[config.mk]
export PLATFORM = sky130hd
export DESIGN_NAME = arbiter_rr_ctrl
export DESIGN_NICKNAME = d
export VERILOG_FILES = /design/src/rtl/arbiter_rr_ctrl_pkg.sv /design/src/rtl/arbiter_rr_ctrl_pick.sv /design/src/rtl/arbiter_rr_ctrl.sv
export SDC_FILE = /design/constraint.sdc
export NUM_CORES = 1
export LEC_CHECK = 0
export BUFFER_PORTS_ARGS = -buffer_cell sky130_fd_sc_hd__buf_2
export CAP_MARGIN = 10
export CELL_PAD_IN_SITES_DETAIL_PLACEMENT = 2
export CELL_PAD_IN_SITES_GLOBAL_PLACEMENT = 2
export CORE_ASPECT_RATIO = 1.4
export CORE_MARGIN = 4
export CORE_UTILIZATION = 29
export CTS_CLUSTER_DIAMETER = 80
export DETAILED_ROUTE_END_ITERATION = 12
export PLACE_DENSITY = 0.79
export SLEW_MARGIN = 20
export SYNTH_ARGS = -nofsm -noshare
export SYNTH_HDL_FRONTEND = slang
export SYNTH_SLANG_ARGS = --single-unit
[constraint.sdc]
create_clock -name clk -period 1.8 [get_ports clk]
set_input_delay 0.18 -clock clk [delete_from_list [all_inputs] [get_ports clk]]
set_output_delay 0.18 -clock clk [all_outputs]
set_load 0.005 [all_outputs]
[src/rtl/arbiter_rr_ctrl_pkg.sv]
// Shared constants, FSM state type and index-width helper for the round-robin arbiter.
package arb_pkg;

  localparam int ARB_N        = 5;
  localparam int ARB_MAX_HOLD = 4;

  typedef enum logic {
    ARB_IDLE,
    ARB_GRANT
  } arb_state_t;

  function automatic int idx_w(input int n);
    return (n > 1) ? $clog2(n) : 1;
  endfunction

endpackage

[src/rtl/arbiter_rr_ctrl_pick.sv]
// Combinational rotating-priority picker: first set request at or after ptr, wrapping.
module arb_rr_pick
  import arb_pkg::*;
#(
  parameter int N = ARB_N,
  localparam int IW = idx_w(N)
) (
  input  logic [N-1:0]  req,
  input  logic [IW-1:0] ptr,
  output logic [N-1:0]  win,
  output logic [IW-1:0] win_id,
  output logic          win_valid
);

  logic [2*N-1:0] dbl;
  logic [2*N-1:0] masked;

  // Lower copy masked below ptr, upper copy intact: the lowest set bit is the
  // first requester in wrap-around order starting at ptr.
  always_comb begin
    dbl       = {req, req};
    masked    = dbl & ({(2*N){1'b1}} << ptr);
    win       = '0;
    win_id    = '0;
    win_valid = 1'b0;
    for (int i = 2*N-1; i >= 0; i--) begin
      if (masked[i]) begin
        win_valid = 1'b1;
        win_id    = IW'(i % N);
      end
    end
    if (win_valid) win[win_id] = 1'b1;
  end

endmodule

[src/rtl/arbiter_rr_ctrl.sv]
// N-way round-robin arbiter with registered one-hot grant.
// Define ARB_HOLD_EN to let a winner keep the grant for up to MAX_HOLD cycles.
module arbiter_rr_ctrl
  import arb_pkg::*;
#(
  parameter int N        = ARB_N,
  parameter int MAX_HOLD = ARB_MAX_HOLD
) (
  input  logic                 clk,
  input  logic                 rst,
  input  logic [N-1:0]         req,
  output logic [N-1:0]         gnt,
  output logic                 gnt_valid,
  output logic [idx_w(N)-1:0]  gnt_id
);

  localparam int IW = idx_w(N);

  if (N < 2 || N > 16) begin : g_chk_n
    $error("arbiter_rr_ctrl: N out of range 2..16");
  end
  if (MAX_HOLD < 1 || MAX_HOLD > 15) begin : g_chk_hold
    $error("arbiter_rr_ctrl: MAX_HOLD out of range 1..15");
  end

  arb_state_t    state, state_nxt;
  logic [IW-1:0] ptr, ptr_nxt;
  logic [N-1:0]  gnt_nxt;
  logic [IW-1:0] gnt_id_nxt;
  logic [N-1:0]  win;
  logic [IW-1:0] win_id;
  logic          win_valid;
  logic          hold_take;

`ifdef ARB_HOLD_EN
  localparam int HW = $clog2(MAX_HOLD + 1);
  logic [HW-1:0] hold_cnt, hold_nxt;
  assign hold_take = (state == ARB_GRANT) && req[gnt_id] &&
                     (hold_cnt < HW'(MAX_HOLD - 1));
`else
  assign hold_take = 1'b0;
`endif

  arb_rr_pick #(.N(N)) u_pick (
    .req       (req),
    .ptr       (ptr),
    .win       (win),
    .win_id    (win_id),
    .win_valid (win_valid)
  );

  always_ff @(posedge clk or negedge rst) begin
    if (!rst) begin
      state  <= ARB_IDLE;
      ptr    <= '0;
      gnt    <= '0;
      gnt_id <= '0;
`ifdef ARB_HOLD_EN
      hold_cnt <= '0;
`endif
    end else begin
      state  <= state_nxt;
      ptr    <= ptr_nxt;
      gnt    <= gnt_nxt;
      gnt_id <= gnt_id_nxt;
`ifdef ARB_HOLD_EN
      hold_cnt <= hold_nxt;
`endif
    end
  end

  always_comb begin
    state_nxt = state;
    case (state)
      ARB_IDLE:  if (win_valid) state_nxt = ARB_GRANT;
      ARB_GRANT: if (!hold_take && !win_valid) state_nxt = ARB_IDLE;
      default:   state_nxt = ARB_IDLE;
    endcase
  end

  // A held grant freezes grant, id and pointer; otherwise follow the picker.
  always_comb begin
    gnt_nxt    = win;
    gnt_id_nxt = win_id;
    ptr_nxt    = ptr;
    if (win_valid) ptr_nxt = (win_id == IW'(N - 1)) ? '0 : win_id + 1'b1;
`ifdef ARB_HOLD_EN
    hold_nxt = '0;
`endif
    if (hold_take) begin
      gnt_nxt    = gnt;
      gnt_id_nxt = gnt_id;
      ptr_nxt    = ptr;
`ifdef ARB_HOLD_EN
      hold_nxt   = hold_cnt + 1'b1;
`endif
    end
  end

  assign gnt_valid = (state == ARB_GRANT);

endmodule

# Yosys cells after proc, flatten, opt, wreduce, memory -nomap -nowiden

Cells that the tools add are included.

Register bits after elaboration: 12
Input port bits: 7
Output and inout port bits: 9
Word-level logic and storage cells: 36

$add $sub $neg: 1
Order comparisons: 2
Eq/ne operators: 1
Shifts and indexed selects: 1
Multiplexer cells: 25
Bitwise gates (word level): 1
Reduce and logical (&&, ||, !) cells: 1

Operator list:

| operator                                                          | number |
|---|---|
| 2-to-1 mux 3 bit                                                  | 11 |
| 2-to-1 mux 1 bit                                                  | 12 |
| bitwise AND 10 bit                                                | 1 |
| left shift 10 x 3 -> 10 bit, first input constant                 | 1 |
| 2-to-1 mux 5 bit                                                  | 1 |
| less-than comparator 3 x 4 -> 1 bit, second input constant        | 1 |
| adder 3 x 1 -> 3 bit, second input constant                       | 1 |
| demux 1 bit (select 3 bit)                                        | 1 |
| == test 3 bit, second input constant                              | 1 |
| greater-or-equal comparator 3 x 1 -> 1 bit, second input constant | 1 |
| logical AND 1 bit                                                 | 1 |

# Logic depth before layout (Yosys ltp)

Depth in word-level cells: 17
Gate-level depth with buffers: 9
Mapped depth without buffers: 8

# By module

From an unflattened synthesis, not the netlist that was laid out.

Cells, all modules: 69
Area, all modules: 683.2 um^2

By module, submodules not included:

| module          | times used | cells an instance | area each (um^2) | sequential area each (um^2) |
|---|---|---|---|---|
| arbiter_rr_ctrl | 1          | 25                | 391.6            | 300.3 |
| arb_rr_pick     | 1          | 44                | 291.5            | 0.0 |

# Least setup slack after synthesis

OpenSTA, ideal clock, no wires.

Kind: reg-to-reg
Start: register ptr[2]
End: register ptr[2]
Library setup time: 126 ps
Arrival time: 1784 ps
Required time: 1674 ps
Path slack: -110 ps
Stages on the path, launching flop included: 10
Path buffers: 1
Period minus slack after synthesis: 1910 ps
Path through: dfrtp_1 buf_2 o21ai_1 a2111oi_0 o21bai_1 inv_1 ha_1 nor2_1 nor4b_1 a221o_1

Elaborated cells between the ends (all ways): 25
Those cells by class: add/sub (1); eq/ne (1); shift (1); mux (21); bitwise (1)

RTL lines:

| what                                                  | line                       | text |
|---|---|---|
| start: declaration                                    | arbiter_rr_ctrl.sv:27      | `logic [IW-1:0] ptr, ptr_nxt;` |
| start signal: assignment                              | arbiter_rr_ctrl.sv:63      | `ptr <= ptr_nxt;` |
| left shift 10 x 3 -> 10 bit (*)                       | arbiter_rr_ctrl_pick.sv:22 | `masked = dbl & ({(2*N){1'b1}} << ptr);` |
| bitwise AND 10 bit (*)                                | arbiter_rr_ctrl_pick.sv:22 |  |
| 2-to-1 mux 3 bit (8 in series)                        | arbiter_rr_ctrl_pick.sv:27 | `if (masked[i]) begin` |
| 2-to-1 mux 3 bit (*)                                  | arbiter_rr_ctrl_pick.sv:27 |  |
| net gnt_id_nxt[1]                                     | arbiter_rr_ctrl.sv:29      | `logic [IW-1:0] gnt_id_nxt;` |
| adder 3 x 1 -> 3 bit or == test 3 bit (tied branches) | arbiter_rr_ctrl.sv:86      | `if (win_valid) ptr_nxt = (win_id == IW'(N - 1)) ? '0 : win_id + 1'b1;` |
| 2-to-1 mux 3 bit (*)                                  | arbiter_rr_ctrl.sv:86      |  |

The timed path passes the listed nets; every way through them passes the cells marked *.
A chain may end at the register's enable or synchronous reset.

# Worst setup path after layout

Start: register ptr[1]
End: register ptr[2]

The elaborated chain is that of the path after synthesis.

==> summary.txt <==
Logic synthesis
  – Synthesis-stage register bit count: 12
  – Post-Synthesis Cells: 65
  – Post-Syn Area: 693 um2
  – Sequential area share after synthesis: 43.3%
  – Post-Synth Adder-Cell Area: 3.61%
  – Top_reg_cell synth: dfrtp_1
  – Post-Syn Area per Cell: 10.7 um2
  – Largest family of logic cells by synthesized area: compound AO/OA/AOI/OAI gates
  – Largest cells by area after synthesis: dfrtp_1, nor2_1, a2bb2oi_1
  – Synth Area in Simple Gates: 20.8%
  – Yosys warns: 0
  – Mux share of post-synthesis cell area: 3.07%
  – Compound-Gate Fraction of Synth Area: 23.6%
  – Post-Synth XOR/XNOR Area: 0%
  – Synth cell types: 32
  – Synth area leader: dfrtp_1
  – Post-synth EDFFs: 0
  – Asr flop ratio synth: 100%
  – Syn_nets: 74
  – Top-area cell type share of the netlist area: 43.3%

Clocking
  – Cts bufs inserted: 3
  – Clock Path Buffers: 2
  – Clk_lat worst skew: 290 ps
  – Reg clk slew, reported paths: 80 ps
  – Htree depth: 1
  – CTS root buffer: clkbuf_4
  – Clock Sinks: 12
  – CTS tree: built

Timing
  – Min setup slack post-route: -118 ps
  – Hold slack final: 264 ps
  – Worst Skew: 6.62 ps
  – RSZ-0062 raised after global routing: true
  – Rel. slew slack: 72.1%
  – F_max: 521 MHz
  – Final hold viol count: 0
  – Setup TNS: -118 ps
  – Fin crit period: 1920 ps
  – Worst-Margin Slew: 416 ps
  – Pins Over Slew Limit: 0
  – Crit share post-route: 107%
  – Final setup violation count: 1

Setup path
  – Worst r2r src: ptr[1]$_DFFE_PN0P_
  – Slowest cell on crit path: dfrtp_1
  – Crit path max fanout: 9
  – Crit path kind: reg2reg
  – Crit-path cells: buf_6, a21bo_2, a32oi_2, o22ai_4, inv_2, ha_4, nor2_1, nor4b_2, a221o_1
  – CP Capture Type: flip-flop
  – CP Launch Point: ptr[1]$_DFFE_PN0P_
  – Cell family with most CP delay: compound AO/OA/AOI/OAI gates
  – Largest stage delay on the critical path: 390 ps
  – Data arrival, critical path: 2100 ps
  – Worst path required time: 1980 ps
  – Worst Setup Start Kind: flip-flop
  – CP Buf/Inv Count: 2

Placement
  – Placer's final routability congestion estimate: 0.829
  – IO Port Bufs: 15
  – HPWL after DPL: 1690 um
  – Dpl ws: -200 ps

Global route
  – First-pass GRT wire length: 3800 um
  – Total global-route track usage: 16.3%
  – Initial antenna violation count: 0
  – Largest net degree at the start of global routing: 13
  – Vias in the first global route: 741
  – Overflow left after global routing: 0

Status
  – Failing checks: negative setup slack
  – Status: finished, violations left

Floorplanning
  – Initial core utilization: 31.1%
  – I/O pin total: 16
  – Core area: 2230 um2
  – Height of the chip: 65.8 um
  – Die Width: 49.3 um
  – Site Rows: 20
  – Die Area: 3250 um2

Cells and area
  – Antenna Cells: 0
  – Area growth, synth to finish: 60.7%
  – Filler cells: 223
  – Fin nets: 115
  – Final Util: 50.0%
  – Share of layout cells above drive strength 1: 60.0%

Hold path
  – Worst min path class: in2reg
  – Hold Path Origin: req[4]

Route
  – Final wirelength: 2330 um
  – Wirelength per Cell: 18.4 um
  – Top sig layer: met4
  – DR iter-0 viols: 5
  – DRC errors left: 0
  – DR WL met2: 1350 um
  – Metal-1 WL: 860 um
  – DRT Pass-1 Iters: 4
  – Met3 WL post-DR: 73 um
  – DR vias: 656
  – Vias per std cell: 5.17
  – Antenna Nets Post-Route: 0

Run
  – Maxcap violations: 0

Power
  – NetSw: 715 uW
  – Worst IR Drop VDD: 828 uV
  – Seq pwr share: 25.2%
  – Comb pwr share: 62.9%
  – Clock power share: 11.9%
  – Pwr per Cell Area: 1680 nW/um2
  – Leak pwr: 0.515 nW
  – Tot Pwr: 1.87 mW
  – Pint: 1.15 mW
  – Sw Ratio: 38.3%
-- cells by family (layout without fill, tap and decap cells) --
kind of cell | count (synthesis) | in the layout
compound gates | 20 | 20
simple gates | 21 | 21
flops | 12 | 12
mux | 2 | 2
buf+inv | 8 | 48
fa+ha+maj | 2 | 2
-- power groups by stage --
| stage | Clock (mW) | Combinational [mW] | Sequential (mW) |
|---|---|---|---|
| after floorplan | 0 | 0.514 | 0.452 |
| after global placement | 0 | 0.871 | 0.459 |
| after detailed placement | 0 | 0.909 | 0.467 |
| after CTS | 0.230 | 1.01 | 0.470 |
| after global routing | 0.243 | 1.29 | 0.487 |
| final | 0.223 | 1.17 | 0.470 |
-- flip-flops by register name, summed over array words and instances, names as in the netlist --
| name | count |
|---|---|
| gnt | 5 |
| gnt_id | 3 |
| gnt_valid | 1 |
| ptr | 3 |
-- layout by cell type (no fill, tap or decap), types with 2 or more instances in the layout --
cell type and n:
inv_1 4, inv_2 2, a2bb2oi_2 2, dfrtp_2 2, nor2b_1 2, nor4b_2 2, clkbuf_4 3, a21oi_1 2
buf_2 15, buf_4 21, ha_4 2, nor2_1 8, nand2b_1 2, dfrtp_1 10
-- metrics by stage --
stage	instances	cell area [um2]
global placement	116	943
global route	127	1110
floorplan	65	743
CTS	123	1040
finish	127	1110
detailed placement	116	943
-- synth_stat cells (2+ instances only) --
library cell  instances
a32oi_1               2
nor2b_1               3
ha_1                  2
nand2b_1              3
nor4b_1               2
a21oi_1               2
dfrtp_1              12
a2bb2oi_1             3
o21bai_1              2
nor2_1                8
inv_1                 5
-- worst paths after layout --
kind,end,slack (ps),depth (start not counted)
setup / recovery,ptr[2]$_DFFE_PN0P_,-120,9
hold / removal,gnt_valid$_DFF_PN0_,260,3
setup reg to reg,ptr[2]$_DFFE_PN0P_,-120,9
hold reg to reg,ptr[0]$_DFFE_PN0P_,780,3
max in group asynchronous,ptr[0]$_DFFE_PN0P_,1270,2
min in group asynchronous,gnt[2]$_DFF_PN0_,290,2
-- timing repair --
action	in CTS	in global routing
hold buffers	1	0
hold endpoints to repair	12	0
buffers inserted	2	4
pin swaps	2	2
resized for setup	6	6
setup endpoints to repair	3	3
-- worst reg2reg max path, cell delays in order, from the launching register on --
cell	delay (ps)
dfrtp_1	390
buf_6	150
a21bo_2	230
a32oi_2	220
o22ai_4	150
inv_2	110
ha_4	130
nor2_1	30
nor4b_2	150
a221o_1	260
-- area by class of cell --
type                            count  area [um2]  area share (%)
Multi-Input combinational cell     45         470            42.2
Sequential cell                    12         303            27.2
Timing Repair Buffer               38         254            22.8
Clock buffer                        4        36.3            3.26
Tap cell                           22        27.5            2.47
Inverter                            6        22.5            2.02
-- layer usage --
metal,global-route usage (%),up-vias
met3,4.06,4
li1,-,314
met2,30.9,15
met5,0,-
met4,8.54,0
met1,15.9,323
No activity file was read; power rests on OpenSTA's default activity.
